File: src/rtl/pcie_axi_slice_bridge_pkg.sv
// Shared types and constants for the PCIe AXI register-slice bridge.
package pcie_axi_slice_bridge_pkg;

    typedef enum logic [1:0] {
        Q_RUN,
        Q_DRAIN,
        Q_IDLE
    } quiesce_state_t;

    localparam logic [1:0] OKAY   = 2'b00;
    localparam logic [1:0] SLVERR = 2'b10;

    function automatic logic [31:0] sat_inc(input logic [31:0] v);
        return (v == 32'hFFFF_FFFF) ? v : v + 32'd1;
    endfunction

endpackage

File: src/rtl/pcie_axi_skid_buf.sv
// Two-entry skid buffer: registered upstream ready, registered output, full throughput.
module pcie_axi_skid_buf
    import pcie_axi_slice_bridge_pkg::*;
#(
    parameter int WIDTH = 8
) (
    input  logic             clk,
    input  logic             rst_n,
    input  logic             in_valid,
    output logic             in_ready,
    input  logic [WIDTH-1:0] in_data,
    output logic             out_valid,
    input  logic             out_ready,
    output logic [WIDTH-1:0] out_data,
    output logic             empty
);

    logic             out_valid_q, out_valid_d;
    logic             skid_valid_q, skid_valid_d;
    logic             in_ready_q, in_ready_d;
    logic [WIDTH-1:0] out_data_q, out_data_d;
    logic [WIDTH-1:0] skid_data_q, skid_data_d;
    logic             in_fire;

    assign in_fire = in_valid & in_ready_q;

    // Ready is only offered while the skid entry is free, so an accepted beat always has a home.
    always_comb begin
        out_valid_d  = out_valid_q;
        out_data_d   = out_data_q;
        skid_valid_d = skid_valid_q;
        skid_data_d  = skid_data_q;
        if (!out_valid_q || out_ready) begin
            if (skid_valid_q) begin
                out_valid_d  = 1'b1;
                out_data_d   = skid_data_q;
                skid_valid_d = in_fire;
                skid_data_d  = in_data;
            end else begin
                out_valid_d = in_fire;
                out_data_d  = in_data;
            end
        end else if (in_fire) begin
            skid_valid_d = 1'b1;
            skid_data_d  = in_data;
        end
        in_ready_d = !skid_valid_d;
    end

    always_ff @(posedge clk) begin
        if (!rst_n) begin
            out_valid_q  <= 1'b0;
            skid_valid_q <= 1'b0;
            in_ready_q   <= 1'b0;
        end else begin
            out_valid_q  <= out_valid_d;
            skid_valid_q <= skid_valid_d;
            in_ready_q   <= in_ready_d;
        end
    end

    always_ff @(posedge clk) begin
        out_data_q  <= out_data_d;
        skid_data_q <= skid_data_d;
    end

    assign in_ready  = in_ready_q;
    assign out_valid = out_valid_q;
    assign out_data  = out_data_q;
    assign empty     = !out_valid_q && !skid_valid_q;

endmodule

File: src/rtl/pcie_axi_slice_bridge.sv
// AXI4 register-slice bridge with outstanding-transaction limits and quiesce/drain handshake.
// Optional completion statistics are built when PCIE_AXI_SLICE_STAT_EN is defined.
module pcie_axi_slice_bridge
    import pcie_axi_slice_bridge_pkg::*;
#(
    parameter int ID_WIDTH        = 6,
    parameter int ADDR_WIDTH      = 64,
    parameter int DATA_WIDTH      = 256,
    parameter int STRB_WIDTH      = DATA_WIDTH / 8,
    parameter int MAX_OUTSTANDING = 16,
    localparam int CNT_W          = $clog2(MAX_OUTSTANDING + 1)
) (
    input  logic                  clk,
    input  logic                  rst_n,
    input  logic                  s_axi_awvalid,
    output logic                  s_axi_awready,
    input  logic [ID_WIDTH-1:0]   s_axi_awid,
    input  logic [ADDR_WIDTH-1:0] s_axi_awaddr,
    input  logic [7:0]            s_axi_awlen,
    input  logic [2:0]            s_axi_awsize,
    input  logic [1:0]            s_axi_awburst,
    input  logic [3:0]            s_axi_awcache,
    input  logic [2:0]            s_axi_awprot,
    input  logic [3:0]            s_axi_awqos,
    input  logic [3:0]            s_axi_awregion,
    input  logic                  s_axi_wvalid,
    output logic                  s_axi_wready,
    input  logic [DATA_WIDTH-1:0] s_axi_wdata,
    input  logic [STRB_WIDTH-1:0] s_axi_wstrb,
    input  logic                  s_axi_wlast,
    output logic                  s_axi_bvalid,
    input  logic                  s_axi_bready,
    output logic [ID_WIDTH-1:0]   s_axi_bid,
    output logic [1:0]            s_axi_bresp,
    input  logic                  s_axi_arvalid,
    output logic                  s_axi_arready,
    input  logic [ID_WIDTH-1:0]   s_axi_arid,
    input  logic [ADDR_WIDTH-1:0] s_axi_araddr,
    input  logic [7:0]            s_axi_arlen,
    input  logic [2:0]            s_axi_arsize,
    input  logic [1:0]            s_axi_arburst,
    input  logic [3:0]            s_axi_arcache,
    input  logic [2:0]            s_axi_arprot,
    input  logic [3:0]            s_axi_arqos,
    input  logic [3:0]            s_axi_arregion,
    output logic                  s_axi_rvalid,
    input  logic                  s_axi_rready,
    output logic [ID_WIDTH-1:0]   s_axi_rid,
    output logic [DATA_WIDTH-1:0] s_axi_rdata,
    output logic [1:0]            s_axi_rresp,
    output logic                  s_axi_rlast,
    output logic                  m_axi_awvalid,
    input  logic                  m_axi_awready,
    output logic [ID_WIDTH-1:0]   m_axi_awid,
    output logic [ADDR_WIDTH-1:0] m_axi_awaddr,
    output logic [7:0]            m_axi_awlen,
    output logic [2:0]            m_axi_awsize,
    output logic [1:0]            m_axi_awburst,
    output logic [3:0]            m_axi_awcache,
    output logic [2:0]            m_axi_awprot,
    output logic [3:0]            m_axi_awqos,
    output logic [3:0]            m_axi_awregion,
    output logic                  m_axi_wvalid,
    input  logic                  m_axi_wready,
    output logic [DATA_WIDTH-1:0] m_axi_wdata,
    output logic [STRB_WIDTH-1:0] m_axi_wstrb,
    output logic                  m_axi_wlast,
    input  logic                  m_axi_bvalid,
    output logic                  m_axi_bready,
    input  logic [ID_WIDTH-1:0]   m_axi_bid,
    input  logic [1:0]            m_axi_bresp,
    output logic                  m_axi_arvalid,
    input  logic                  m_axi_arready,
    output logic [ID_WIDTH-1:0]   m_axi_arid,
    output logic [ADDR_WIDTH-1:0] m_axi_araddr,
    output logic [7:0]            m_axi_arlen,
    output logic [2:0]            m_axi_arsize,
    output logic [1:0]            m_axi_arburst,
    output logic [3:0]            m_axi_arcache,
    output logic [2:0]            m_axi_arprot,
    output logic [3:0]            m_axi_arqos,
    output logic [3:0]            m_axi_arregion,
    input  logic                  m_axi_rvalid,
    output logic                  m_axi_rready,
    input  logic [ID_WIDTH-1:0]   m_axi_rid,
    input  logic [DATA_WIDTH-1:0] m_axi_rdata,
    input  logic [1:0]            m_axi_rresp,
    input  logic                  m_axi_rlast,
    input  logic                  quiesce_req,
    output logic                  quiesce_ack,
    output logic [CNT_W-1:0]      wr_outstanding,
    output logic [CNT_W-1:0]      rd_outstanding,
    output logic                  proto_err
`ifdef PCIE_AXI_SLICE_STAT_EN
    ,
    output logic [31:0]           stat_wr_done,
    output logic [31:0]           stat_rd_done,
    output logic [31:0]           stat_err
`endif
);

    localparam int AX_W = ID_WIDTH + ADDR_WIDTH + 28;
    localparam int W_W  = DATA_WIDTH + STRB_WIDTH + 1;
    localparam int B_W  = ID_WIDTH + 2;
    localparam int R_W  = ID_WIDTH + DATA_WIDTH + 3;
    localparam logic [CNT_W-1:0] MAX_CNT = CNT_W'(MAX_OUTSTANDING);

    quiesce_state_t   state_q, state_d;
    logic [CNT_W-1:0] wr_cnt_q, wr_cnt_d, rd_cnt_q, rd_cnt_d;
    logic             proto_err_q, proto_err_d;
    logic             aw_allow_q, aw_allow_d, ar_allow_q, ar_allow_d;
    logic             aw_skid_ready, ar_skid_ready;
    logic             aw_empty, w_empty, b_empty, ar_empty, r_empty, all_empty;
    logic             aw_hs, ar_hs, b_hs, rl_hs;
    logic [AX_W-1:0]  aw_out, ar_out;
    logic [W_W-1:0]   w_out;
    logic [B_W-1:0]   b_out;
    logic [R_W-1:0]   r_out;

    pcie_axi_skid_buf #(.WIDTH(AX_W)) u_aw (
        .clk(clk), .rst_n(rst_n),
        .in_valid(s_axi_awvalid & aw_allow_q), .in_ready(aw_skid_ready),
        .in_data({s_axi_awid, s_axi_awaddr, s_axi_awlen, s_axi_awsize, s_axi_awburst,
                  s_axi_awcache, s_axi_awprot, s_axi_awqos, s_axi_awregion}),
        .out_valid(m_axi_awvalid), .out_ready(m_axi_awready), .out_data(aw_out), .empty(aw_empty)
    );

    pcie_axi_skid_buf #(.WIDTH(W_W)) u_w (
        .clk(clk), .rst_n(rst_n),
        .in_valid(s_axi_wvalid), .in_ready(s_axi_wready),
        .in_data({s_axi_wdata, s_axi_wstrb, s_axi_wlast}),
        .out_valid(m_axi_wvalid), .out_ready(m_axi_wready), .out_data(w_out), .empty(w_empty)
    );

    pcie_axi_skid_buf #(.WIDTH(B_W)) u_b (
        .clk(clk), .rst_n(rst_n),
        .in_valid(m_axi_bvalid), .in_ready(m_axi_bready), .in_data({m_axi_bid, m_axi_bresp}),
        .out_valid(s_axi_bvalid), .out_ready(s_axi_bready), .out_data(b_out), .empty(b_empty)
    );

    pcie_axi_skid_buf #(.WIDTH(AX_W)) u_ar (
        .clk(clk), .rst_n(rst_n),
        .in_valid(s_axi_arvalid & ar_allow_q), .in_ready(ar_skid_ready),
        .in_data({s_axi_arid, s_axi_araddr, s_axi_arlen, s_axi_arsize, s_axi_arburst,
                  s_axi_arcache, s_axi_arprot, s_axi_arqos, s_axi_arregion}),
        .out_valid(m_axi_arvalid), .out_ready(m_axi_arready), .out_data(ar_out), .empty(ar_empty)
    );

    pcie_axi_skid_buf #(.WIDTH(R_W)) u_r (
        .clk(clk), .rst_n(rst_n),
        .in_valid(m_axi_rvalid), .in_ready(m_axi_rready),
        .in_data({m_axi_rid, m_axi_rdata, m_axi_rresp, m_axi_rlast}),
        .out_valid(s_axi_rvalid), .out_ready(s_axi_rready), .out_data(r_out), .empty(r_empty)
    );

    assign {m_axi_awid, m_axi_awaddr, m_axi_awlen, m_axi_awsize, m_axi_awburst,
            m_axi_awcache, m_axi_awprot, m_axi_awqos, m_axi_awregion} = aw_out;
    assign {m_axi_arid, m_axi_araddr, m_axi_arlen, m_axi_arsize, m_axi_arburst,
            m_axi_arcache, m_axi_arprot, m_axi_arqos, m_axi_arregion} = ar_out;
    assign {m_axi_wdata, m_axi_wstrb, m_axi_wlast}            = w_out;
    assign {s_axi_bid, s_axi_bresp}                           = b_out;
    assign {s_axi_rid, s_axi_rdata, s_axi_rresp, s_axi_rlast} = r_out;

    assign s_axi_awready = aw_skid_ready & aw_allow_q;
    assign s_axi_arready = ar_skid_ready & ar_allow_q;
    assign aw_hs         = s_axi_awvalid & s_axi_awready;
    assign ar_hs         = s_axi_arvalid & s_axi_arready;
    assign b_hs          = s_axi_bvalid & s_axi_bready;
    assign rl_hs         = s_axi_rvalid & s_axi_rready & s_axi_rlast;
    assign all_empty     = aw_empty & w_empty & b_empty & ar_empty & r_empty;

    // A completion with nothing outstanding is a protocol violation; the count saturates at zero.
    always_comb begin
        wr_cnt_d    = wr_cnt_q;
        rd_cnt_d    = rd_cnt_q;
        proto_err_d = proto_err_q;
        if (aw_hs && !b_hs) begin
            wr_cnt_d = wr_cnt_q + CNT_W'(1);
        end else if (b_hs && !aw_hs) begin
            if (wr_cnt_q == '0) proto_err_d = 1'b1;
            else                wr_cnt_d    = wr_cnt_q - CNT_W'(1);
        end
        if (ar_hs && !rl_hs) begin
            rd_cnt_d = rd_cnt_q + CNT_W'(1);
        end else if (rl_hs && !ar_hs) begin
            if (rd_cnt_q == '0) proto_err_d = 1'b1;
            else                rd_cnt_d    = rd_cnt_q - CNT_W'(1);
        end
    end

    always_comb begin
        state_d = state_q;
        case (state_q)
            Q_RUN:   if (quiesce_req) state_d = Q_DRAIN;
            Q_DRAIN: begin
                if (!quiesce_req)
                    state_d = Q_RUN;
                else if (wr_cnt_q == '0 && rd_cnt_q == '0 && all_empty)
                    state_d = Q_IDLE;
            end
            Q_IDLE:  if (!quiesce_req) state_d = Q_RUN;
            default: state_d = Q_RUN;
        endcase
        aw_allow_d = (state_d == Q_RUN) && (wr_cnt_d != MAX_CNT);
        ar_allow_d = (state_d == Q_RUN) && (rd_cnt_d != MAX_CNT);
    end

    always_ff @(posedge clk) begin
        if (!rst_n) begin
            state_q     <= Q_RUN;
            wr_cnt_q    <= '0;
            rd_cnt_q    <= '0;
            proto_err_q <= 1'b0;
            aw_allow_q  <= 1'b0;
            ar_allow_q  <= 1'b0;
        end else begin
            state_q     <= state_d;
            wr_cnt_q    <= wr_cnt_d;
            rd_cnt_q    <= rd_cnt_d;
            proto_err_q <= proto_err_d;
            aw_allow_q  <= aw_allow_d;
            ar_allow_q  <= ar_allow_d;
        end
    end

    assign quiesce_ack    = (state_q == Q_IDLE);
    assign wr_outstanding = wr_cnt_q;
    assign rd_outstanding = rd_cnt_q;
    assign proto_err      = proto_err_q;

`ifdef PCIE_AXI_SLICE_STAT_EN
    logic [31:0] stat_wr_done_q, stat_wr_done_d;
    logic [31:0] stat_rd_done_q, stat_rd_done_d;
    logic [31:0] stat_err_q, stat_err_d;

    // A B and an erroring R-last in the same cycle both count toward the error total.
    always_comb begin
        stat_wr_done_d = b_hs  ? sat_inc(stat_wr_done_q) : stat_wr_done_q;
        stat_rd_done_d = rl_hs ? sat_inc(stat_rd_done_q) : stat_rd_done_q;
        stat_err_d     = stat_err_q;
        if (b_hs && s_axi_bresp != OKAY)  stat_err_d = sat_inc(stat_err_d);
        if (rl_hs && s_axi_rresp != OKAY) stat_err_d = sat_inc(stat_err_d);
    end

    always_ff @(posedge clk) begin
        if (!rst_n) begin
            stat_wr_done_q <= '0;
            stat_rd_done_q <= '0;
            stat_err_q     <= '0;
        end else begin
            stat_wr_done_q <= stat_wr_done_d;
            stat_rd_done_q <= stat_rd_done_d;
            stat_err_q     <= stat_err_d;
        end
    end

    assign stat_wr_done = stat_wr_done_q;
    assign stat_rd_done = stat_rd_done_q;
    assign stat_err     = stat_err_q;
`endif

endmodule
File: config.mk
export PLATFORM = sky130hd
export DESIGN_NAME = pcie_axi_slice_bridge
export DESIGN_NICKNAME = d
export VERILOG_FILES = /design/src/rtl/pcie_axi_slice_bridge_pkg.sv /design/src/rtl/pcie_axi_skid_buf.sv /design/src/rtl/pcie_axi_slice_bridge.sv
export SDC_FILE = /design/constraint.sdc
export NUM_CORES = 2
export LEC_CHECK = 0
export CAP_MARGIN = 20
export CORE_AREA = 3 3 610 612
export DETAILED_ROUTE_END_ITERATION = 8
export DIE_AREA = 0 0 613 615
export PLACE_DENSITY_LB_ADDON = 0.12
export SLEW_MARGIN = 20
export SYNTH_ARGS = -nofsm -noshare
export SYNTH_HDL_FRONTEND = slang
export SYNTH_HIERARCHICAL = 1
export SYNTH_SLANG_ARGS = --single-unit
File: constraint.sdc
create_clock -name clk -period 107.8 [get_ports clk]
set_input_delay 10.78 -clock clk [delete_from_list [all_inputs] [get_ports clk]]
set_output_delay 10.78 -clock clk [all_outputs]
set_load 0.005 [all_outputs]
==> results.yml <==
hold_path:
  holdCritPathClass: "register to register"
  min_delay_path_depth: 1
  worstHoldStart: "u_w/skid_data_q[60]"
  min_to: "u_w/out_data[60]"
route:
  route.detailed.drc: 0
  finalWirelength_mm: 251
  avgViaCountPerCell: 3.37
  route.antenna.remaining_nets: 0
  post_drt_wl_per_cell_um: 26.9
  dr.pass1.iters: 5
  vias: 31353
  initialDrtViolationCount: 1613
setup_path:
  critPathMaxStageDelay_ns: 0.82
  timing.critical_path.from: "m_axi_wready"
  end_of_the_worst_register_to_register_path: "u_w/skid_data_q[237]"
  critical_path.max_fanout: 60
  worst_path_most_repeated_cell: "sky130_fd_sc_hd__buf_4"
  crit_path_top_delay_cell: "sky130_fd_sc_hd__buf_4"
  critical_path.cell_chain: "clkdlybuf4s50_1 > nand2b_4 > buf_4 > nand2_1 > o21ai_4 > buf_16 > buf_4 > buf_4 > buf_4 > buf_4 > buf_4"
  critPathTopFamily: "buffers and inverters"
  critical_path.endpoint_type: "register"
  worstPathArrival_ns: 17.00
  ff2ff_setup_slack_ns: 101.40
  start_kind: "primary input"
  critical_path_class: "primary input to register"
  worst-path-buf-inv: 8
  reg2regPathDepth: 10
  worst_path_required_time_ns: 108.23
  regToRegStartpoint: "u_w/out_valid"
place:
  numPlacedInstances: 8902
  post-dp-hpwl_mm: 193
  gp_congestion: 0.772
  place_worst_setup_slack_ns: 90.25
  port-buffer-count: 1550
sta:
  rsz0062_at_grt: "no"
  report.final.setup_viol: 0
  final_period_minus_worst_setup_slack_ns: 16.57
  period_share_pct: 15.4
  timing_worst_slew_pin_value_ns: 1.09
  timing.setup.tns_ns: 0
  max_freq_ghz: 0.0603
  final_hold_viol_count: 0
  timing.slew.headroom_pct: 27.1
  final.setup.worst_slack_ns: 91.23
  timing.clock.skew_ns: 0.101
  final_max_slew_viol_count: 0
logic_synthesis:
  synth.avg_cell_area_um2: 22.8
  total_standard_cell_area_after_synthesis_um2: 58400
  synth.yosys.warnings: 6
  synth_fp_nets: 3340
  post_synth_cell_types: 44
  dominant_cells_by_area_after_synthesis: "sky130_fd_sc_hd__edfxtp_1 78%, sky130_fd_sc_hd__mux2_4 12%, sky130_fd_sc_hd__mux2_2 5.4%"
  synth_ff_type: "sky130_fd_sc_hd__edfxtp_1"
  count_of_flip_flops_with_a_built_in_enable_after_synthesis: 1516
  postSynthRegisterBits: 1546
  postSynth.asyncResetShare_pct: 0
  synth_top_cell_by_area: "sky130_fd_sc_hd__edfxtp_1"
  synth_top_area_share_pct: 78.0
  synthCells: 2565
  synth-seq-area-share_pct: 79.0
power:
  power_dissipated_by_switching_net_loads_mw: 0.333
  cellLeakagePower_nw: 28.9
  share_comb_of_total_power_pct: 8.5
  power.ir.vdd_worst_mv: 0.0124
  share_seq_of_total_power_pct: 47.8
  p_sw_share_pct: 22.9
  p_clk_share_pct: 43.7
  p_int_mw: 1.12
  power.density_cell_area_nw_per_um2: 17.0
grt:
  largest_net_degree_at_the_start_of_global_routing: 128
  grtUsageTotal_pct: 12.7
  grt_first_pass_wirelength_mm: 323
  grt_pass1_vias: 32494
  globalRouteOverflowTotal: 0
  grt_antenna_before_repair: 186
finish:
  num-nets-final: 5041
  synthToLayoutAreaGrowth_pct: 46.7
  postLayoutCoreUtil_pct: 23.3
  fill_cells: 38026
  layout-drive-gt1-share_pct: 24.4
  post_layout_nonfiller_instances: 9309
die:
  core_area_um2: 368000
  rows: 223
  die_height_um: 615
  floorplan.die_area_um2: 377000
  die_width_um: 613
  io_pins: 1551
  starting_density_pct: 15.9
clock_tree:
  cts_buffers: 199
  cts_max_level: 4
  clock_insertion_delay_worst_skew_ns: 0.89
  cts.sink_count: 1546
  postCtsHoldBufs: 0
  cts_resized: 0
  clock_tree_from_tritoncts: "done"
  path_clk_slew_ns: 0.06
  cts.root.buffer_cell: "sky130_fd_sc_hd__clkbuf_16"
  clock_tree.buffer_depth: 4
  post_cts_buffers: 0
job:
  drv.max_cap_violation_count: 0
status:
  run_status: "complete, no violations"
[registers in the layout, summed over array words and instances, names as in the netlist, 2 cells and up]
name / flops
u_w/out_data: 289
u_w/skid_data_q: 289
u_r/out_data: 265
u_r/skid_data_q: 265
u_ar/out_data: 98
u_ar/skid_data_q: 98
u_aw/out_data: 98
u_aw/skid_data_q: 98
u_b/out_data: 8
u_b/skid_data_q: 8
rd_outstanding: 5
wr_outstanding: 5
state_q: 2
[layer usage]
layer  GRT usage [%]  part of all wire [%]  up-vias
li1                -                     -    13757
met1            11.6                    31    15737
met2            25.2                    56     1268
met3            5.60                   9.8      511
met4            2.97                   2.5       80
met5               0                  0.22        -
[worst max-delay path by stage]
stage | end | depth (start not counted)
finish | u_w/skid_data_q[237] | 11
CTS | u_w/skid_data_q[231] | 11
floorplan | u_w/skid_data_q[0] | 2
detailed placement | u_w/skid_data_q[228] | 11
global route | u_w/skid_data_q[81] | 11
global placement | u_w/skid_data_q[228] | 10
[kinds of logic (layout without fill, tap and decap cells)]
| family | after synthesis | after routing | synth area share [%] |
|---|---|---|---|
| other cells | 0 | 46 | 0 |
| compound gates | 49 | 49 | 0.504 |
| fa+ha+maj | 4 | 4 | 0.0857 |
| xor+xnor | 1 | 1 | 0.0150 |
| simple gates | 104 | 104 | 0.945 |
| flops | 1546 | 1546 | 79.0 |
| buf+inv | 102 | 1963 | 1.74 |
| mux | 759 | 759 | 17.7 |
[stage by stage]
stage	total power [mW]	hold WS, ns	instance area, µm²
detailed placement	0.837	0.461	79400
global route	1.52	0.454	85500
global placement	0.836	0.447	79400
floorplan	0.739	0.435	58400
finish	1.46	0.451	85600
CTS	1.50	0.448	85500
[Yosys cell counts, types with 2 or more instances]
cell,count
sky130_fd_sc_hd__edfxtp_1,1516
sky130_fd_sc_hd__nor2_1,20
sky130_fd_sc_hd__nand2b_1,4
sky130_fd_sc_hd__and3_2,3
sky130_fd_sc_hd__nand4_1,7
sky130_fd_sc_hd__buf_6,64
sky130_fd_sc_hd__buf_8,12
sky130_fd_sc_hd__a21oi_1,24
sky130_fd_sc_hd__nor3_1,10
sky130_fd_sc_hd__a41oi_1,2
sky130_fd_sc_hd__or4b_1,2
sky130_fd_sc_hd__mux2_2,282
sky130_fd_sc_hd__clkbuf_1,2
sky130_fd_sc_hd__buf_2,13
sky130_fd_sc_hd__and2_1,11
sky130_fd_sc_hd__mux2_4,476
sky130_fd_sc_hd__a31oi_1,5
sky130_fd_sc_hd__nand3_1,14
sky130_fd_sc_hd__ha_1,4
sky130_fd_sc_hd__and3_1,5
sky130_fd_sc_hd__nor2b_1,2
sky130_fd_sc_hd__inv_1,9
sky130_fd_sc_hd__o21ai_0,8
sky130_fd_sc_hd__a211oi_1,2
sky130_fd_sc_hd__dfxtp_1,30
sky130_fd_sc_hd__nand2_1,20
[placed cells by master (no fill, tap or decap), types with 5 or more instances in the layout]
cell                              count
sky130_fd_sc_hd__diode_2             46
sky130_fd_sc_hd__inv_1                9
sky130_fd_sc_hd__dfxtp_1             26
sky130_fd_sc_hd__nor2_1              20
sky130_fd_sc_hd__and3_1               5
sky130_fd_sc_hd__buf_4               37
sky130_fd_sc_hd__mux2_2             282
sky130_fd_sc_hd__and2_1              11
sky130_fd_sc_hd__clkdlybuf4s50_1   1550
sky130_fd_sc_hd__nand3_1             14
sky130_fd_sc_hd__edfxtp_1          1516
sky130_fd_sc_hd__nand4_1              7
sky130_fd_sc_hd__inv_6                9
sky130_fd_sc_hd__clkinv_1            54
sky130_fd_sc_hd__nand2_1             20
sky130_fd_sc_hd__nand2b_4             5
sky130_fd_sc_hd__clkbuf_16          201
sky130_fd_sc_hd__nor3_1              10
sky130_fd_sc_hd__clkbuf_1            49
sky130_fd_sc_hd__mux2_4             476
sky130_fd_sc_hd__a21oi_1             24
sky130_fd_sc_hd__a31oi_1              5
sky130_fd_sc_hd__clkinv_2            30
sky130_fd_sc_hd__bufinv_16            8
[power groups by stage]
stage	registers, mW	clock network [mW]	logic (mW)
floorplan	0.712	0	0.0266
global placement	0.709	0	0.127
detailed placement	0.709	0	0.127
CTS	0.697	0.671	0.128
global route	0.698	0.692	0.131
finish	0.696	0.636	0.123
[cell type report]
cell class,instances,area [µm²],area share [%]
multi-input combinational,917,11300,13.2
clock inverter,110,823,0.962
tap,4837,6050,7.07
timing repair buffer,1592,15900,18.6
inverter,10,37.5,0.0438
clock buffer,251,5230,6.11
antenna,46,115,0.134
sequential,1546,46100,53.9
Note: power is estimated with default switching activity, not from simulation.
